==> config.mk <==
export PLATFORM = sky130hd
export DESIGN_NAME = vx_gbar_unit
export DESIGN_NICKNAME = d
export VERILOG_FILES = /design/src/rtl/vx_gbar_unit.sv
export SDC_FILE = /design/constraint.sdc
export NUM_CORES = 1
export LEC_CHECK = 0
export BUFFER_PORTS_ARGS = -buffer_cell sky130_fd_sc_hd__buf_2
export CAP_MARGIN = 5
export CELL_PAD_IN_SITES_DETAIL_PLACEMENT = 1
export CELL_PAD_IN_SITES_GLOBAL_PLACEMENT = 2
export CORE_MARGIN = 1.5
export CORE_UTILIZATION = 41
export CTS_CLUSTER_SIZE = 24
export DETAILED_ROUTE_END_ITERATION = 12
export GPL_TIMING_DRIVEN = 0
export PLACE_DENSITY_LB_ADDON = 0.3
export SLEW_MARGIN = 30
export SYNTH_ARGS = -nofsm -noshare
export SYNTH_HDL_FRONTEND = slang
export SYNTH_SLANG_ARGS = --single-unit
export TNS_END_PERCENT = 5
==> constraint.sdc <==
create_clock -name clk -period 7.5 [get_ports clk]
set_input_delay 0.375 -clock clk [delete_from_list [all_inputs] [get_ports clk]]
set_output_delay 0.375 -clock clk [all_outputs]
set_load 0.02 [all_outputs]
==> src/rtl/vx_gbar_unit.sv <==
// Global barrier responder: collects per-core arrivals on each barrier id and
// broadcasts a one-cycle release when the declared number of cores has arrived.
module vx_gbar_unit #(
    parameter int NUM_BARRIERS = 4,
    parameter int NUM_CORES    = 8,
    parameter int BAR_ID_W     = (NUM_BARRIERS > 1) ? $clog2(NUM_BARRIERS) : 1,
    parameter int CORE_ID_W    = (NUM_CORES > 1) ? $clog2(NUM_CORES) : 1
) (
    input  logic                 clk,
    input  logic                 reset,
    input  logic                 req_valid,
    input  logic [BAR_ID_W-1:0]  req_id,
    input  logic [CORE_ID_W-1:0] req_size_m1,
    input  logic [CORE_ID_W-1:0] req_core_id,
    output logic                 req_ready,
    output logic                 rsp_valid,
    output logic [BAR_ID_W-1:0]  rsp_id,
    output logic                 err_dup,
    output logic                 err_size,
    output logic                 busy
);

    logic [NUM_BARRIERS-1:0][NUM_CORES-1:0] r_mask;
    logic [NUM_BARRIERS-1:0][CORE_ID_W:0]   r_cnt;
    logic [NUM_BARRIERS-1:0][CORE_ID_W-1:0] r_size;
    logic                                   r_active;
    logic                                   r_rsp_valid;
    logic [BAR_ID_W-1:0]                    r_rsp_id;
    logic                                   r_err_dup;
    logic                                   r_err_size;

    logic                    w_id_ok;
    logic                    w_core_ok;
    logic                    w_acc;
    logic                    w_pend_b;
    logic                    w_dup;
    logic                    w_size_mis;
    logic [CORE_ID_W-1:0]    w_s;
    logic                    w_done;
    logic [NUM_BARRIERS-1:0] w_pend;

    assign w_id_ok   = ({1'b0, req_id} < (BAR_ID_W+1)'(NUM_BARRIERS));
    assign w_core_ok = ({1'b0, req_core_id} < (CORE_ID_W+1)'(NUM_CORES));

    // Stall only a request hitting the barrier being released this cycle, so a
    // re-arrival cannot merge with the state that is being cleared.
    assign req_ready = r_active & ~(r_rsp_valid & (r_rsp_id == req_id));
    assign w_acc     = req_valid & req_ready;

    assign w_pend_b   = (r_cnt[req_id] != '0);
    assign w_dup      = r_mask[req_id][req_core_id];
    assign w_size_mis = w_pend_b & (req_size_m1 != r_size[req_id]);
    assign w_s        = w_pend_b ? r_size[req_id] : req_size_m1;
    assign w_done     = (r_cnt[req_id] == {1'b0, w_s});

    always_comb begin
        w_pend = '0;
        for (int b = 0; b < NUM_BARRIERS; b++) begin
            w_pend[b] = (r_cnt[b] != '0);
        end
    end

    always_ff @(posedge clk or negedge reset) begin
        if (!reset) begin
            r_active    <= 1'b0;
            r_rsp_valid <= 1'b0;
            r_rsp_id    <= '0;
            r_err_dup   <= 1'b0;
            r_err_size  <= 1'b0;
            r_mask      <= '0;
            r_cnt       <= '0;
            r_size      <= '0;
        end else begin
            r_active    <= 1'b1;
            r_rsp_valid <= 1'b0;
            // Out-of-range ids are accepted and dropped without touching state.
            if (w_acc && w_id_ok && w_core_ok) begin
                if (w_dup) begin
                    r_err_dup <= 1'b1;
                end else begin
                    if (w_size_mis) begin
                        r_err_size <= 1'b1;
                    end
                    if (!w_pend_b) begin
                        r_size[req_id] <= req_size_m1;
                    end
                    if (w_done) begin
                        r_rsp_valid    <= 1'b1;
                        r_rsp_id       <= req_id;
                        r_mask[req_id] <= '0;
                        r_cnt[req_id]  <= '0;
                    end else begin
                        r_mask[req_id][req_core_id] <= 1'b1;
                        r_cnt[req_id]               <= r_cnt[req_id] + (CORE_ID_W+1)'(1);
                    end
                end
            end
        end
    end

    assign rsp_valid = r_rsp_valid;
    assign rsp_id    = r_rsp_id;
    assign err_dup   = r_err_dup;
    assign err_size  = r_err_size;
    assign busy      = |w_pend;

    a_req_range: assert property (@(posedge clk) disable iff (!reset)
        (req_valid && req_ready) |-> (w_id_ok && w_core_ok));

endmodule

==> metrics, run 1 <==
status completed; critical path endpoint category flop; Required @ worst endpoint a little under 8 ns; Setup WS post-layout 4.365 ns; syn nets approximately 350; # DRC 0; Mapped Area ~0.0036 mm2; Max Clk Rate approximately 0.32 GHz; initial core utilization 42.89%; maximum fanout along the worst path 10; Final Critical Period between 3 and 4 ns; Final Hold Viols 0; compound-cell area share of the yosys netlist between 10% and 20%; hold slack final approximately 0.37 ns; Simple-Gate Fraction of Synth Area 12.63%; antenna-violating nets left 0; clock transition at the registers of the reported paths about 0.080 ns; synth top area cells dfrtp_1, a31oi_1, mux2i_1; worst skew pair latency around 0.35 ns; final setup vio count 0; fin cells 477; Slew Viols, Final 0; Fin Setup TNS 0 ns; Sink Count 66; area of the core approximately 0.0083 mm2; max-cap violation count 0; post-synth top area share ~46%; Placer Congestion roughly 0.91; Final Cell Area between 0.004 and 0.005 mm2; CTS max path bufs 2; Post-DP HPWL approximately 7600 um; cell with the most instances after synthesis dfrtp_1; # rows 33; Die Footprint around 0.0093 mm2; drt first pass iters 4; die width between 90 and 100 um; mux cell area share after synthesis 15.01%; global-route wire length before repair 17330 um; largest family of logic cells by synthesized area compound AO/OA/AOI/OAI gates; Synth Flop Type dfrtp_1; dpl cell area about 0.0038 mm2; sequential-to-total area share from yosys stat around 46%; total gr overflow 0; WP data arrival roughly 3.3 ns; leakage power between 1.5 and 2 nW; part of the cycle the worst path needs 41.80%; vias in the first global route 3023; synth cell count leaders dfrtp_1, a21oi_1, a31oi_1; vias per cell 6.055; antenna violations before repair 0; routed len/inst 22.95 um; gr usage total about a quarter; layout cells sized above 1 between 10% and 20%; Tot Pwr about 1.6 mW; vias approximately 2900; largest net degree at the start of global routing 35; Hold Crit Class in2reg; XOR/XNOR Fraction of Synth Area approximately 1.7%; RSZ-0062 raised after global routing no; Yosys cell types 42; #FFs+latches synth 66; Cells after Synth between 300 and 400; Worst Setup Start Kind flop; # IOs 18; Slew HR just over 50%; CTS tree built; pwr dens approximately 400 mW/mm2; Cells after DPL 460; DIE HEIGHT slightly below 100 um; DR iter-0 viols 147; Post-synth EDFFs 0; Place WS 4.252 ns; yosys warns 0; DRT Wirelength 10950 um; clock root buffer clkbuf_8; average cell area after synthesis 10.55 um2; maximum vdd ir drop roughly 0.16 mV; final core occ just under 50%; Inserted Clock Buffers 9; post-synth top area cell dfrtp_1; Setup CP Type reg2reg; Post-synth ARST share 100.0%; Layout area overhead 13.05%; # diodes 0; Slew @ Worst Pin 0.7261 ns; Port-buffer cells 15; adder-cell share of the synthesized area less than 1%; H-tree depth 3; post-layout net count between 300 and 400; skew final between 0.008 and 0.009 ns
==> routing by layer <==
metal | share of wire [%] | track usage [%] | up-vias
met5 | 0 | 0 | -
met4 | 0.87 | 4.710 | 0
met3 | 5.2 | 6.103 | 9
met2 | 46 | 39.61 | 70
met1 | 48 | 38.26 | 1482
li1 | - | - | 1327
==> final cells by class <==
| class | instances | area (um2) |
|---|---|---|
| plain buffers | 28 | 168.9 |
| clock buffers | 10 | 137.6 |
| clock inverters | 6 | 90.09 |
| fillers | 947 | 4297 |
| inverters | 14 | 52.55 |
| multi-input cells | 231 | 1704 |
| flip-flops and latches | 66 | 1652 |
| well taps | 105 | 131.4 |
| repair buffers | 17 | 107.6 |
==> timing repair <==
action | 4_1_cts | 5_1_grt
buffers inserted | 0 | 0
endpoints found under the hold margin | 32 | 0
hold buffers | 1 | 0
resized for setup | 0 | 0
==> path summary, 6_finish.rpt <==
| check | from | end | slack, ns | cells past startpoint |
|---|---|---|---|---|
| setup / recovery | r_cnt[12] | r_mask[16] | 4.36 | 10 |
| hold / removal | req_size_m1[1] | r_size[10] | 0.37 | 2 |
| setup reg to reg | r_cnt[12] | r_mask[16] | 4.36 | 10 |
| hold reg to reg | err_size | err_size | 0.47 | 1 |
| max in group asynchronous | reset | r_mask[13] | 6.43 | 3 |
| min in group asynchronous | reset | r_cnt[6] | 0.52 | 2 |
==> critical path: stages, from the launching register on <==
cell and delay, ns:
dfrtp_1 0.44, mux4_2 0.58, inv_1 0.13, ha_1 0.24
nand2_1 0.11, o22ai_2 0.20, a22oi_1 0.13, nor4_2 0.32
and2_1 0.24, clkbuf_1 0.47, a21oi_1 0.13
==> power breakdown <==
group	leakage (nW)	internal [mW]	total [mW]	switching, mW
Combinational	0.792	0.272	0.668	0.395
Sequential	0.847	0.502	0.600	0.0987
Clock	0.112	0.197	0.345	0.148
==> cell families after synthesis <==
kind of cell,after synthesis
adders and majority gates,2
other,1
xor gates and xnor gates,7
DFF,66
muxes,42
AOI/OAI and AO/OA,99
and+or+nand+nor,80
buffers and inverters,42
==> state kept, by name, indices dropped and copies added, names as in the netlist <==
signal	cells
err_size	1
rsp_valid	1
r_size	12
r_active	1
err_dup	1
r_cnt	16
rsp_id	2
r_mask	32
==> placed cells by master, fill, tap and decap left out, types with 6 or more instances in the layout <==
cell and count:
o22ai_1 13, xnor2_1 6, clkbuf_8 10, nand3_1 21, a31oi_1 32, clkbuf_1 12, mux2i_1 18, mux2_2 11
buf_2 20, a21oi_1 32, buf_6 6, mux4_2 6, dfrtp_1 66, inv_1 14, and2_1 6, nor4_1 6
nand2b_1 13, nor2_1 12
No activity file was read; power rests on OpenSTA's default activity.
==> run 2, diff against run 1 <==
--- a/config.mk
+++ b/config.mk
@@ -10,7 +10,7 @@
 export CELL_PAD_IN_SITES_DETAIL_PLACEMENT = 1
 export CELL_PAD_IN_SITES_GLOBAL_PLACEMENT = 2
 export CORE_MARGIN = 1.5
-export CORE_UTILIZATION = 41
+export CORE_UTILIZATION = 37
 export CTS_CLUSTER_SIZE = 24
 export DETAILED_ROUTE_END_ITERATION = 12
 export GPL_TIMING_DRIVEN = 0
==> constraint.sdc (replaced) <==
create_clock -name clk -period 2.6 [get_ports clk]
set_input_delay 0.13 -clock clk [delete_from_list [all_inputs] [get_ports clk]]
set_output_delay 0.13 -clock clk [all_outputs]
set_load 0.02 [all_outputs]
==> run 2 against run 1 <==
  * Count of clock-buffer cells in the layout unchanged
  * Largest cell class unchanged
  * Critical path depth decreased by 1
  * Via count increased by 2.5%
  * Clock power increased to 2.9 times the previous value
  * Sequential power increased to 2.9 times the previous value
  * Register-to-register slack got worse by 4.4 ns
  * Die area increased by 10%
  * Highest routed layer unchanged
  * Power increased to 3.2 times the previous value
  * Critical endpoint is now r_size[10]
  * Global-route usage decreased by 3.2 points
==> metrics, run 2 (same netlist as run 1, synthesis figures left out) <==
status completed; clock root buffer clkbuf_8; Hold Crit Class in2reg; Sink Count 66 (unchanged); vias in the first global route 3097 (+2.4%); skew final 0.009680 ns (+0.0008149 ns); Post-DP HPWL 7539 um (-0.73%); maximum vdd ir drop 0.3410 mV (+110%); drt first pass iters 4 (unchanged); maximum fanout along the worst path 4 (-6); CP max stage delay 0.54 ns (-0.04 ns); # IOs 18 (unchanged); leakage power 1.884 nW (+7.6%); Fin Setup TNS 0 ns (unchanged); Buf/Inv on CP 2 (unchanged); Multi-input gate area 0.001780 mm2 (+4.5%); CTS max path bufs 2 (unchanged); slowest CP cell or4b_4; global routing usage on met2 37.07% (-2.5 points); largest net degree at the start of global routing 38 (+8.6%); # fillers 1045 (+10%); GR Util met1 31.43% (-6.8 points); pwr dens 1205 mW/mm2 (+200%); final core occ 46.52% (-2.0 points); antenna-violating nets left 0 (unchanged); Slew @ Worst Pin 0.6491 ns (-0.07702 ns); vias per cell 5.701 (-5.8%); total gr overflow 0 (unchanged); # DRC 0 (unchanged); WP data arrival 2.84 ns (-0.50 ns); Inserted Clock Buffers 9 (unchanged); Hold Startpoint req_size_m1[2]; CTS tree built; commonest non-fill, non-tap cell in the layout dfrtp_1; delay-heaviest family, CP multiplexers; area of the core 0.009328 mm2 (+12%); crit path cell chain mux4_2, inv_2, ha_4, nand2_4, o22ai_4, buf_4, nand2_2, or4b_4, mux2_4; routed len/inst 20.92 um (-8.8%); Slew HR 56.39% (+5.2 points); Hold Crit Endpoint r_size[11]; Port-buffer cells 15 (unchanged); Cells on Worst Hold Path 2 (unchanged); max FFs per register 32 (unchanged); # diodes 0 (unchanged); layout cells sized above 1 28.46% (+8.6 points); Die Footprint 0.01027 mm2 (+10%); biggest regs r_mask (32), r_cnt (16), r_size (12); vias 2959 (+2.5%); DR iter-0 viols 198 (+35%); # rows 35 (+6.1%); H-tree depth 3 (unchanged); Largest Register r_mask; gr usage total 22.83% (-3.2 points); Layout area overhead 21.30%; critical path endpoint category flop; Slew Viols, Final 0 (unchanged); met3 Resource Use GR 3.175% (-2.9 points); Tot Pwr 5.228 mW (+220%); DIE HEIGHT 101.3 um (+5.1%); final setup vio count 0 (unchanged); RSZ-0062 raised after global routing yes; Worst R2R Setup Slack 0.001 ns (-4.36 ns); global-route wire length before repair 17330 um (unchanged); post-layout net count 398 (+4.7%); Placer Congestion 0.8495 (-6.2%); Final Critical Period 2.599 ns (-0.5362 ns); clock transition at the registers of the reported paths 0.08 ns (about the same); antenna violations before repair 0 (unchanged); hold slack final 0.1282 ns (-0.2439 ns); die width 101.3 um (+5.1%); most frequent cells in the layout dfrtp_1, a31oi_1, a21oi_1, nand3_1, buf_4; reg-to-reg critical path startpoint r_cnt[13]; part of the cycle the worst path needs 99.96% (+58 points); FF-to-FF End r_size[10]; max-cap violation count 0 (unchanged); Setup CP Type reg2reg; Final Hold Viols 0 (unchanged); Max Clk Rate 0.3848 GHz (+21%); sequential cell area 0.001652 mm2 (unchanged); initial core utilization 38.35% (-4.5 points); DRT Wirelength 10860 um (-0.81%); GR peak layer met2; Required @ worst endpoint 2.84 ns (-4.86 ns); worst r2r path cells 9 (-1); Worst Setup Start Kind flop; worst skew pair latency 0.36 ns (about the same)
[run 2: cell types whose count changed in the layout (fill, tap and decap cells not counted), moves of 3 or more]
| cell | before | now |
|---|---|---|
| a21oi_2 | 0 | 5 |
| clkbuf_1 | 12 | 9 |
| buf_4 | 4 | 20 |
| a21oi_1 | 32 | 27 |
[run 2: stage by stage]
stage	area (um2)	setup WS [ns]	cells
after global routing	4339	-0.1385	519
final	4339	0.001116	519
after CTS	4172	0.01564	511
after detailed placement	3836	-0.4534	484
after floorplan	3577	0.03640	339
after global placement	3814	-0.3799	483
[run 2: worst max path at each step]
stage                     depth (start not counted)  startpoint         end
final                                             9   r_cnt[13]  r_size[10]
after global routing                              9   r_cnt[12]   rsp_id[0]
after CTS                                         8   r_cnt[13]  r_size[10]
after detailed placement                         10   r_cnt[12]   r_mask[9]
after global placement                           10   r_cnt[12]  r_mask[16]
after floorplan                                   8   r_cnt[12]  r_size[10]
[run 2: what timing repair did]
| item | 4_1_cts | 5_1_grt |
|---|---|---|
| setup buffers | 10 | 7 |
| hold buffers | 1 | 0 |
| pin swaps | 5 | 8 |
| gates cloned | 0 | 1 |
| gates resized for setup | 8 | 28 |
| endpoints found under the hold margin | 29 | 0 |
| setup endpoints to repair | 56 | 49 |
[run 2: metal layers]
metal / vias to the layer above / share of wire (%) / wire length (um)
met4: 0 / 1.5 / 162
met3: 13 / 2.5 / 267
met1: 1533 / 48 / 5237
met5: - / 0 / 0
met2: 48 / 48 / 5188
li1: 1365 / - / -
[run 2: area by class of cell]
class / instances / share of cell area (%)
inverter: 14 / 1.211
clock buffer: 10 / 3.172
clock inverter: 6 / 2.076
buffer: 28 / 4.642
tap: 129 / 3.720
sequential: 66 / 38.06
timing repair buffer: 35 / 6.084
multi-input combinational: 231 / 41.03
[run 2: power breakdown]
part / switching [mW] / leakage (nW) / internal [mW] / total (mW)
Clock: 0.436 / 0.112 / 0.567 / 1.00
Sequential: 0.266 / 0.847 / 1.45 / 1.71
Combinational: 1.31 / 0.924 / 1.20 / 2.51
Total: 2.01 / 1.88 / 3.21 / 5.23
